`config.mk`:
```
export PLATFORM = sky130hd
export DESIGN_NAME = time_base_ctrl_flat
export DESIGN_NICKNAME = d
export VERILOG_FILES = /design/src/rtl/time_pkg.sv /design/src/rtl/time_base_ctrl_if.sv /design/src/rtl/bcd60_cnt.sv /design/src/rtl/time_base_ctrl.sv /design/src/flat_wrapper.sv
export SDC_FILE = /design/constraint.sdc
export NUM_CORES = 1
export LEC_CHECK = 0
export ABC_CLOCK_PERIOD_IN_PS = 2580
export BUFFER_PORTS_ARGS = -buffer_cell sky130_fd_sc_hd__buf_4
export CORE_ASPECT_RATIO = 0.9
export CORE_MARGIN = 10
export CORE_UTILIZATION = 36
export CTS_CLUSTER_SIZE = 16
export DETAILED_ROUTE_END_ITERATION = 6
export HOLD_SLACK_MARGIN = 0.06
export SYNTH_ARGS = -nofsm -noshare
export SYNTH_HDL_FRONTEND = slang
export SYNTH_SLANG_ARGS = --single-unit
```
`constraint.sdc`:
```
create_clock -name CLK -period 2.58 [get_ports CLK]
set_input_delay 0.258 -clock CLK [delete_from_list [all_inputs] [get_ports CLK]]
set_output_delay 0.258 -clock CLK [all_outputs]
set_load 0.01 [all_outputs]
```
`src/rtl/time_pkg.sv`:
```
// Shared types and constants for the seconds/minutes time base.
// Both BCD counters and the control FSM import this package.
package time_pkg;

  typedef enum logic [1:0] {
    RUN      = 2'd0,
    SET_HOUR = 2'd1,
    SET_MIN  = 2'd2
  } state_t;

  typedef logic [3:0] bcd_t;

  localparam int unsigned SEC_MAX_T = 5;
  localparam int unsigned SEC_MAX_O = 9;
  localparam int unsigned MIN_MAX_T = 5;
  localparam int unsigned MIN_MAX_O = 9;

endpackage

```
`src/rtl/time_base_ctrl_if.sv`:
```
// Button inputs and display/hour-counter outputs of the time base.
// The slave modport is the controller's view; master is the driver's view.
interface time_base_ctrl_if;

  logic               MODE;
  logic               UP;
  logic               HINC;
  logic               HCLR;
  logic [2:0]         MH;
  time_pkg::bcd_t     ML;
  logic [2:0]         SH;
  time_pkg::bcd_t     SL;
  time_pkg::state_t   STATE;
  logic               BLINK;

  modport slave (
    input  MODE, UP,
    output HINC, HCLR, MH, ML, SH, SL, STATE, BLINK
  );

  modport master (
    output MODE, UP,
    input  HINC, HCLR, MH, ML, SH, SL, STATE, BLINK
  );

endinterface

```
`src/rtl/bcd60_cnt.sv`:
```
// Two-digit BCD counter 00..(MAX_T)(MAX_O) with clear, increment and
// a combinational carry on the increment that wraps the count.
module bcd60_cnt
  import time_pkg::*;
#(
  parameter int unsigned MAX_T = SEC_MAX_T,
  parameter int unsigned MAX_O = SEC_MAX_O
) (
  input  logic       CLK,
  input  logic       RST,
  input  logic       CLR,
  input  logic       INC,
  output logic [2:0] tens,
  output bcd_t       ones,
  output logic       CY
);

  localparam logic [2:0] TENS_LAST = 3'(MAX_T);
  localparam bcd_t       ONES_LAST = 4'(MAX_O);

  logic [2:0] tens_q, tens_d;
  bcd_t       ones_q, ones_d;
  logic       at_last;

  assign at_last = (tens_q == TENS_LAST) && (ones_q == ONES_LAST);

  always_comb begin
    tens_d = tens_q;
    ones_d = ones_q;
    if (CLR) begin
      tens_d = '0;
      ones_d = '0;
    end else if (INC) begin
      if (ones_q == ONES_LAST) begin
        ones_d = '0;
        tens_d = (tens_q == TENS_LAST) ? 3'd0 : tens_q + 3'd1;
      end else begin
        ones_d = ones_q + 4'd1;
      end
    end
  end

  always_ff @(posedge CLK) begin
    if (RST) begin
      tens_q <= '0;
      ones_q <= '0;
    end else begin
      tens_q <= tens_d;
      ones_q <= ones_d;
    end
  end

  assign tens = tens_q;
  assign ones = ones_q;
  assign CY   = INC && at_last;

  // Digits beyond the limits can only appear through a logic fault.
  a_digits_legal: assert property (@(posedge CLK) disable iff (RST)
    (tens_q <= TENS_LAST) && (ones_q <= ONES_LAST));

endmodule

```
`src/rtl/time_base_ctrl.sv`:
```
// Seconds/minutes time base with MODE/UP time-setting; drives the
// hour counter's increment (HINC) and clear (HCLR).
module time_base_ctrl
  import time_pkg::*;
#(
  parameter int unsigned CLK_HZ = 50_000_000
) (
  input  logic                   CLK,
  input  logic                   RST,
  time_base_ctrl_if.slave        bus
);

  localparam int unsigned   PW       = (CLK_HZ > 2) ? $clog2(CLK_HZ) : 1;
  localparam logic [PW-1:0] PRE_LAST = PW'(CLK_HZ - 1);
  localparam logic [PW-1:0] PRE_HALF = PW'(CLK_HZ / 2);

  state_t        state_q, state_d;
  logic [PW-1:0] pre_q, pre_d;
  logic          hinc_q, hinc_d;
  logic          blink_q, blink_d;
  logic          hclr_q;
  logic          tick;
  logic          sec_clr, sec_inc, sec_cy;
  logic          min_inc, min_cy;
  logic [2:0]    sec_t, min_t;
  bcd_t          sec_o, min_o;

  assign tick = (pre_q == PRE_LAST);

  always_ff @(posedge CLK) begin
    if (RST) state_q <= RUN;
    else     state_q <= state_d;
  end

  always_comb begin
    state_d = state_q;
    if (bus.MODE) begin
      case (state_q)
        RUN:      state_d = SET_HOUR;
        SET_HOUR: state_d = SET_MIN;
        default:  state_d = RUN;
      endcase
    end
  end

  // MODE wins over UP and over the second tick in every state.
  always_comb begin
    sec_clr = bus.MODE;
    sec_inc = tick && (state_q == RUN) && !bus.MODE;
    min_inc = 1'b0;
    hinc_d  = 1'b0;
    pre_d   = (bus.MODE || tick) ? '0 : pre_q + 1'b1;
    case (state_q)
      RUN: begin
        min_inc = sec_cy;
        hinc_d  = min_cy;
      end
      SET_HOUR: hinc_d  = bus.UP && !bus.MODE;
      SET_MIN:  min_inc = bus.UP && !bus.MODE;
      default: ;
    endcase
    blink_d = (state_d != RUN) && (pre_d < PRE_HALF);
  end

  always_ff @(posedge CLK) begin
    hclr_q <= RST;
    if (RST) begin
      pre_q   <= '0;
      hinc_q  <= 1'b0;
      blink_q <= 1'b0;
    end else begin
      pre_q   <= pre_d;
      hinc_q  <= hinc_d;
      blink_q <= blink_d;
    end
  end

  bcd60_cnt #(.MAX_T(SEC_MAX_T), .MAX_O(SEC_MAX_O)) u_sec (
    .CLK  (CLK),
    .RST  (RST),
    .CLR  (sec_clr),
    .INC  (sec_inc),
    .tens (sec_t),
    .ones (sec_o),
    .CY   (sec_cy)
  );

  bcd60_cnt #(.MAX_T(MIN_MAX_T), .MAX_O(MIN_MAX_O)) u_min (
    .CLK  (CLK),
    .RST  (RST),
    .CLR  (1'b0),
    .INC  (min_inc),
    .tens (min_t),
    .ones (min_o),
    .CY   (min_cy)
  );

  assign bus.HINC  = hinc_q;
  assign bus.HCLR  = hclr_q;
  assign bus.MH    = min_t;
  assign bus.ML    = min_o;
  assign bus.SH    = sec_t;
  assign bus.SL    = sec_o;
  assign bus.STATE = state_q;
  assign bus.BLINK = blink_q;

endmodule

```
`src/flat_wrapper.sv`:
```
// flat-port wrapper written by rule: the top's interface ports become plain ports
module time_base_ctrl_flat import time_pkg::*;
#(
  parameter int unsigned CLK_HZ = 50_000_000
)
  (CLK, RST, bus_MODE, bus_UP, bus_HINC, bus_HCLR, bus_MH, bus_ML, bus_SH, bus_SL, bus_STATE, bus_BLINK);
  time_base_ctrl_if bus_i ();
  input  logic CLK;
  input  logic RST;
  input wire logic [$bits(bus_i.MODE)-1:0] bus_MODE;
  input wire logic [$bits(bus_i.UP)-1:0] bus_UP;
  output wire logic [$bits(bus_i.HINC)-1:0] bus_HINC;
  output wire logic [$bits(bus_i.HCLR)-1:0] bus_HCLR;
  output wire logic [$bits(bus_i.MH)-1:0] bus_MH;
  output wire logic [$bits(bus_i.ML)-1:0] bus_ML;
  output wire logic [$bits(bus_i.SH)-1:0] bus_SH;
  output wire logic [$bits(bus_i.SL)-1:0] bus_SL;
  output wire logic [$bits(bus_i.STATE)-1:0] bus_STATE;
  output wire logic [$bits(bus_i.BLINK)-1:0] bus_BLINK;
  assign bus_i.MODE = bus_MODE;
  assign bus_i.UP = bus_UP;
  assign bus_HINC = bus_i.HINC;
  assign bus_HCLR = bus_i.HCLR;
  assign bus_MH = bus_i.MH;
  assign bus_ML = bus_i.ML;
  assign bus_SH = bus_i.SH;
  assign bus_SL = bus_i.SL;
  assign bus_STATE = bus_i.STATE;
  assign bus_BLINK = bus_i.BLINK;
  time_base_ctrl #(.CLK_HZ(CLK_HZ)) u_core (.CLK(CLK), .RST(RST), .bus(bus_i));
endmodule
```
==> Word-level counts from Yosys, hierarchy flattened <==
Cells that the tools add are included.
{ "totals": {"ff_bits": 45, "inputBits": 4, "output_inout_bits": 19, "elab_cells": 46} }
{ "op_classes": {"add_sub_neg": 5, "n_mux": 9, "magnitude_cmp": 1, "n_eq_ne": 7, "reduce_logical": 15} }
{ "ops": {"columns": ["operator", "n"], "rows": [
  ["adder 26 x 1 -> 26 bit (second input constant)", 1],
  ["== test 26 bit (second input constant)", 1],
  ["< comparator 26 x 25 -> 1 bit (second input constant)", 1],
  ["2-to-1 mux 26 bit", 1],
  ["adder 4 x 1 -> 4 bit (second input constant)", 2],
  ["== test 4 bit (second input constant)", 2],
  ["logical AND 1 bit", 8],
  ["2-to-1 mux 4 bit", 2],
  ["adder 3 x 1 -> 3 bit (second input constant)", 2],
  ["== test 3 bit (second input constant)", 2],
  ["2-to-1 mux 3 bit", 2],
  ["one-hot mux 1 bit (2 select lines)", 2],
  ["one-hot mux 2 bit (2 select lines)", 1],
  ["AND reduction 2 bit", 2],
  ["== test 2 x 1 -> 1 bit (second input constant)", 1],
  ["== test 2 bit (second input constant)", 1],
  ["logical NOT 2 bit", 1],
  ["2-to-1 mux 2 bit", 1],
  ["nonzero test 2 bit", 1],
  ["OR reduction 2 bit", 1],
  ["logical NOT 1 bit", 1],
  ["logical OR 1 bit", 1]
]} }

==> Logic depth before layout (Yosys ltp) <==
Gate-level depths: netlist of the first run.
{ "logic_depth": {"word_depth": 7, "ltp_mapped": 8, "depth_no_buf": 7} }

==> Cells and area by module <==
A second synthesis of the first run with hierarchy kept.
{ "unflattened": {"cells_unflattened": 285, "hier_area_um2": 2431.1} }
{ "by_module_without_submodules": {"columns": ["module", "n_inst", "seq_area_each_um2", "area_each_um2", "cells_per_inst"], "rows": [
  ["time_base_ctrl", 1, 620.6, 1720.4, 209],
  ["bcd60_cnt", 2, 140.1, 355.3, 38]
]} }

==> Worst setup path after synthesis of the first run <==
Ideal clock, no wire load.
{ "synth_path": {"path_type": "reg-to-reg", "startpoint": "register u_core.pre_q[11]", "endpoint": "register u_core.u_min.tens_q[1] (netlist: u_core.u_min.tens[1])", "path_buffers": 1, "period_less_slack_ns": 2.296, "stages_incl_launch_ff": 8, "arrival_ns": 2.164, "setup_ns": 0.132, "required_ns": 2.448, "path_slack_ns": 0.284, "path_cell_list": "dfxtp_1 -> buf_6 -> or4b_4 -> nor4_4 -> nand4_4 -> a2111oi_4 -> a21bo_2 -> a21oi_1"} }
{ "synth_between": {"elab_chain_len": 6} }
{ "synth_rtl": {"columns": ["item", "line_no", "rtl"], "rows": [
  ["from (decl)", "time_base_ctrl.sv:18", "logic [PW-1:0] pre_q, pre_d;"],
  ["from (signal assigned)", "time_base_ctrl.sv:72", "pre_q <= pre_d;"],
  ["== test 26 bit", "time_base_ctrl.sv:28", "assign tick = (pre_q == PRE_LAST);"],
  ["logical AND 1 bit (2 in a row)", "time_base_ctrl.sv:49", "sec_inc = tick && (state_q == RUN) && !bus.MODE;"],
  ["logical AND 1 bit", "bcd60_cnt.sv:55", "assign CY = INC && at_last;"],
  ["one-hot mux 1 bit (2 select lines)", "time_base_ctrl.sv:53", "case (state_q)"],
  ["AND reduction 2 bit (no line)", null, null],
  ["to (signal assigned)", "bcd60_cnt.sv:48", "tens_q <= tens_d;"],
  ["to (decl)", "bcd60_cnt.sv:21", "logic [2:0] tens_q, tens_d;"]
]} }
No other way between the ends.
A chain may end at the register's enable or synchronous reset.

==> Worst setup path in the final report of the first run <==
{ "layout_path": {"startpoint": "register u_core.u_sec.ones_q[1] (netlist: u_core.u_sec.ones[1])", "endpoint": "register u_core.hinc_q (netlist: u_core.bus.HINC)"} }
{ "layout_between": {"elab_chain_len": 6} }
{ "layout_rtl": {"columns": ["item", "line_no", "rtl"], "rows": [
  ["from (decl)", "bcd60_cnt.sv:22", "bcd_t ones_q, ones_d;"],
  ["from (signal assigned)", "bcd60_cnt.sv:49", "ones_q <= ones_d;"],
  ["== test 4 bit", "bcd60_cnt.sv:25", "assign at_last = (tens_q == TENS_LAST) && (ones_q == ONES_LAST);"],
  ["logical AND 1 bit", "bcd60_cnt.sv:25", null],
  ["logical AND 1 bit", "bcd60_cnt.sv:55", null],
  ["one-hot mux 1 bit (2 select lines)", "time_base_ctrl.sv:53", null],
  ["logical AND 1 bit", "bcd60_cnt.sv:55", null],
  ["one-hot mux 1 bit (2 select lines)", "time_base_ctrl.sv:53", null],
  ["to (signal assigned)", "time_base_ctrl.sv:73", "hinc_q <= hinc_d;"],
  ["to (decl)", "time_base_ctrl.sv:19", "logic hinc_q, hinc_d;"]
]} }
No other way between the ends.

==> flow_summary.toml, run 1 <==
[outcome]
status = "completed"

[placement]
place_hpwl_mm = 4.072
gp_congestion = 0.8112
io_buffers = 22

[timing]
skew_ns = 0.007140
hold_violations = 0
worst_hold_slack_ns = 0.1762
setup_viol = 0
tightestPinTransition_ns = 0.5963
finalCritPeriodShare = 0.9172
tns_ns = 0
fmax_mhz = 422.6
slew_headroom = 0.5994
slew_viol_final = 0
rsz0062_at_grt = "no"
min_period_ns = 2.366

[logic_synthesis]
synth_cell_types = 50
yosys-top-cells-area = "dfxtp_1 (38%), nor2_1 (7.2%), xnor2_1 (7.1%)"
synth_fp_nets = 282
synth_top_area_cell = "dfxtp_1"
synth_edf_count = 0
synth_area_per_cell_um2 = 8.514
synth_flop_cell = "dfxtp_1"
synth-seq-cells = 45
synth_top_area_share = 0.3820
syn-cell-area_um2 = 2359
synth_seq_area_share = 0.3820
synth_commonest_cells = "dfxtp_1 (45), nor2_1 (45), xnor2_1 (19), nand2_1 (17), a21oi_1 (14)"
synthCells = 277
synth_warnings = 0
async_flop_share = 0

[route]
via_count = 2056
drc = 0
postRouteAntennaNets = 0
viasPerCell = 5.192
wl_per_cell_um = 13.76
drt_iter0_drc = 137
finalWirelength_mm = 5.449
first_pass_iters = 4

[run]
drv_cap = 0

[clock_tree]
cts-buffers-inserted = 5
clock-sinks = 45
cts_max_path_buffers = 2
clkTransAtPathRegs_ns = 0.09
hold_buffers = 0
cts_tree = "built"
insertion_delay_ns = 0.31
htreeDepth = 2
cts-root-buf = "clkbuf_8"

[global_routing]
grt_first_pass_wirelength_mm = 9.266
grt_max_degree = 17
overflow = 0
grtUsageTotal = 0.1085
antenna_found_initial = 0
grt_pass1_vias = 1913

[final_layout]
antenna_cells = 0
layout.nets = 313
area_growth_pct = 18.57
drive_gt1_frac = 0.1748

[worst_setup_path]
critPathCaptureType = "flip-flop"
path_max_fanout = 8
critPathRequiredTime_ns = 2.83
setup.worst_path.start_class = "flip-flop"
arrival_ns = 2.61
worstSetupPathType = "reg2reg"

[die]
boundaryPins = 23
core-area_um2 = 6250
die-width_um = 105.3
die-area_um2 = 10190
start_util = 0.3774
fp-row-count = 27
die_h_um = 96.79

[power_and_ir_drop]
ir_drop_mv = 0.3799
power_density_nw_per_um2 = 476.5
p_leak_nw = 0.9155

[hold_path]
hold_class = "in2reg"
## routing by layer
metal | wire, um | global-route usage
met2 | 2354 | 0.1617
met5 | 0 | 0
met3 | 301 | 0.02912
met1 | 2703 | 0.1436
met4 | 89 | 0.04403
## final cells by class
class	count	area, um^2
clock inverters	2	37.54
well taps	87	108.9
repair buffers	34	255.2
multi-input cells	216	1389
clock buffers	6	82.58
fillers	637	3453
inverters	6	22.52
flip-flops and latches	45	900.9
## worst max-delay path: stages (launching register included)
cell and delay (ns):
dfxtp_1 0.38, or4bb_1 0.58, nor3_1 0.40, nand4_4 0.18
a2111oi_4 0.33, buf_4 0.19, nand4_1 0.10, a21oi_1 0.15
## final timing paths
kind | from | to | slack, ns | cells after the start
worst max register to register | u_core.u_sec.ones[1] | u_core.bus.HINC | 0.21 | 7
worst max-delay path | u_core.u_sec.ones[1] | u_core.bus.HINC | 0.21 | 7
worst min register to register | u_core.pre_q[0] | u_core.pre_q[0] | 0.48 | 1
worst min-delay path | RST | u_core.bus.HCLR | 0.18 | 1
## timing repair
| item | CTS | global route |
|---|---|---|
| resized for setup | 0 | 0 |
| setup endpoints to repair | 0 | 3 |
| setup buffers | 0 | 1 |
## cells by family (layout without fill, tap and decap cells)
kind of cell / Yosys count / after routing / synth area share
xor+xnor: 29 / 29 / 0.1077
compound gates: 48 / 48 / 0.1448
flops: 45 / 45 / 0.3820
simple gates: 135 / 135 / 0.3178
buf+inv: 16 / 48 / 0.02918
mux: 3 / 3 / 0.01326
fa+ha+maj: 1 / 1 / 0.005304
## flip-flops by register name (all words and copies together), names as in the netlist
name,flops
u_core.u_sec.tens,3
u_core.pre_q,26
u_core.bus.STATE,2
u_core.u_min.tens,3
u_core.u_min.ones,4
u_core.bus.HCLR,1
u_core.bus.BLINK,1
u_core.bus.HINC,1
u_core.u_sec.ones,4
## metrics by stage
step | setup slack, ns | cell area, um^2 | utilization | std cells | total power, mW
final | 0.2135 | 2796 | 0.4474 | 396 | 1.333
after global routing | 0.04866 | 2796 | 0.4474 | 396 | 1.383
after CTS | 0.1038 | 2789 | 0.4462 | 395 | 1.342
after detailed placement | 0.1387 | 2669 | 0.4270 | 387 | 0.7803
after global placement | 0.1766 | 2669 | 0.4270 | 387 | 0.7804
after floorplan | 0.2842 | 2359 | - | 277 | 0.7519
## where the power goes
| group | switching [mW] | internal, mW | leakage, nW |
|---|---|---|---|
| Sequential | 0.00494 | 0.701 | 0.364 |
| Clock | 0.255 | 0.315 | 0.0574 |
| Combinational | 0.0317 | 0.0252 | 0.494 |
## cell usage in the layout, fill, tap and decap left out, types with 4 or more instances in the layout
| cell type | instances |
|---|---|
| nor2_1 | 45 |
| dfxtp_1 | 45 |
| buf_4 | 34 |
| xnor2_1 | 19 |
| nand2_1 | 17 |
| a21oi_1 | 14 |
| nand3_1 | 11 |
| nand4_1 | 10 |
| xor2_1 | 10 |
| nor3_1 | 8 |
| o21ai_0 | 8 |
| nor2b_1 | 6 |
| inv_1 | 6 |
| nor4_1 | 6 |
| clkbuf_8 | 6 |
| nand2b_1 | 4 |
| and4_1 | 4 |
| or3_1 | 4 |
| and3_1 | 4 |
| a31oi_1 | 4 |
(Power assumes the default switching activity.)
==> run 2: changes to the inputs <==
Settings changed: SYNTH_HIERARCHICAL from default to 1.
==> flow_summary.toml, run 2 <==
[timing]
min_period_ns = 2.526
slew_viol_final = 0
tightestPinTransition_ns = 0.5080
finalCritPeriodShare = 0.9792
skew_ns = 0.003675
hold_violations = 0
slew_headroom = 0.6582
timing.final.ws_setup_ns = 0.05367
fmax_mhz = 395.8
rsz0062_at_grt = "yes"
setup_viol = 0
tns_ns = 0

[route]
first_pass_iters = 4
viasPerCell = 5.052
drt_iter0_drc = 91
via_count = 2147
finalWirelength_mm = 5.720
postRouteAntennaNets = 0
drc = 0
wl_per_cell_um = 13.46

[logic_synthesis]
synth-xor-area-share = 0.1009
synth-seq-cells = 45
synth_seq_area_share = 0.3706
synth_area_per_cell_um2 = 8.530
synth_warnings = 6
synthAdderAreaFrac = 0.005147
synth_top_area_share = 0.3706
synthMuxAreaShare = 0.01647
syn-cell-area_um2 = 2431
yosys-top-cells-area = "dfxtp_1 (37%), nor2_1 (6.9%), xor2_1 (6.5%)"
synth_compound_area_frac = 0.1081
synth_flop_cell = "dfxtp_1"
yosys.area_share.simple = 0.3551
synth_top_area_cell = "dfxtp_1"
synth_fp_nets = 290
synth_top_family_by_area = "simple AND/OR/NAND/NOR gates"
synth_commonest_cells = "dfxtp_1 (45), nor2_1 (45), xor2_1 (18), nand3_1 (16), nand2_1 (13)"
synth_edf_count = 0
synthCells = 285
async_flop_share = 0
synth_cell_types = 51

[outcome]
status = "completed"

[final_layout]
final_common_cell = "buf_4"
most-common-layout-cells = "buf_4 (56), nor2_1 (43), dfxtp_1 (42)"
area_growth_pct = 27.02
drive_gt1_frac = 0.2687
largest_reg_flops = 26
layout.nets = 339
antenna_cells = 0
largest_register = "u_core/pre_q"

[global_routing]
grt_max_degree = 26
antenna_found_initial = 0
grt_first_pass_wirelength_mm = 9.646
grt_pass1_vias = 2036
overflow = 0
grtUsageTotal = 0.1092

[die]
die-width_um = 106.6
boundaryPins = 23
core-area_um2 = 6586
die-area_um2 = 10440
fp-row-count = 28
start_util = 0.3691
die_h_um = 97.96

[hold_path]
hold_class = "in2reg"

[clock_tree]
insertion_delay_ns = 0.30
clock-sinks = 45
htreeDepth = 2
cts-buffers-inserted = 5
hold_buffers = 0
cts_max_path_buffers = 2
cts-root-buf = "clkbuf_8"
clkTransAtPathRegs_ns = 0.09
cts_tree = "built"

[worst_setup_path]
arrival_ns = 2.76
path_max_fanout = 5
critPathRequiredTime_ns = 2.82
setup.worst_path.start_class = "flip-flop"
worstSetupPathType = "reg2reg"
critPathCaptureType = "flip-flop"

[power_and_ir_drop]
p_leak_nw = 1.118
power_density_nw_per_um2 = 409.8
ir_drop_mv = 0.2199
total_power_mw = 1.266

[placement]
dpl_worst_slack_ns = -0.02220
gp_congestion = 0.8572
io_buffers = 22
place_hpwl_mm = 4.191

[run]
drv_cap = 0
## run 2: cell count changes after synthesis, sizes merged, moves of 5 or more
cell and delta:
xor2 +8, nand3 +5, or4 +7, buf +7
o31ai +5, xnor2 -9
## run 2: metal layers
| layer | routed length (um) | GRT usage | share of wire |
|---|---|---|---|
| met5 | 0 | 0 | 0 |
| met4 | 70 | 0.03746 | 0.012 |
| met3 | 301 | 0.03219 | 0.053 |
| met2 | 2345 | 0.1597 | 0.41 |
| met1 | 3002 | 0.1483 | 0.52 |
## run 2: worst paths after layout
check,from,end,slack [ns],depth (start not counted)
worst min-delay path,RST,u_core/bus.HCLR,0.13,1
worst max register to register,u_core/pre_q[7],u_core/u_min/tens[0],0.05,11
worst min register to register,u_core/u_min/tens[0],u_core/u_min/tens[0],0.54,2
worst max-delay path,u_core/pre_q[7],u_core/u_min/tens[0],0.05,11
## run 2: area by class of cell
| cell class | count | area, um^2 |
|---|---|---|
| repair buffers | 56 | 420.4 |
| clock buffers | 7 | 97.59 |
| clock inverters | 1 | 8.758 |
| inverters | 6 | 22.52 |
| well taps | 90 | 112.6 |
| flip-flops and latches | 45 | 907.1 |
| fillers | 669 | 3498 |
| multi-input cells | 220 | 1519 |
## run 2: where the power goes
part / total (mW) / internal (mW) / leakage [nW] / switching [mW]
clock: 0.504 / 0.252 / 0.0536 / 0.252
combinational: 0.0514 / 0.0218 / 0.699 / 0.0296
sequential: 0.710 / 0.701 / 0.365 / 0.00908
total: 1.27 / 0.975 / 1.12 / 0.291
## run 2: cell families after synthesis
group,Yosys count
other,1
DFF,45
xor gates and xnor gates,28
AOI/OAI and AO/OA,40
buffers and inverters,21
muxes,4
adders and majority gates,1
and+or+nand+nor,145
## run 2: repair_timing
action | in CTS | in global routing
setup endpoints to repair | 4 | 7
setup buffers | 0 | 1
gates resized for setup | 1 | 7
gates cloned | 0 | 1
pin swaps | 2 | 7
## run 2: stage by stage
| step | hold WS, ns | std cells | area, um^2 | util |
|---|---|---|---|---|
| floorplan | 0.2857 | 285 | 2514 | - |
| global placement | 0.4466 | 415 | 2937 | 0.4459 |
| detailed placement | 0.4435 | 415 | 2937 | 0.4459 |
| CTS | 0.1255 | 423 | 3049 | 0.4630 |
| global route | 0.1224 | 425 | 3088 | 0.4688 |
| finish | 0.1295 | 425 | 3088 | 0.4688 |
## run 2: worst max-delay path: stages (launching register included)
cell,delay (ns)
dfxtp_2,0.34
nor3_4,0.18
nor4bb_2,0.23
nand4_1,0.21
nor4_4,0.35
nand2_2,0.09
nor4_2,0.14
mux2i_1,0.11
nor2_2,0.20
nand2_4,0.09
or4_1,0.40
a21oi_1,0.12
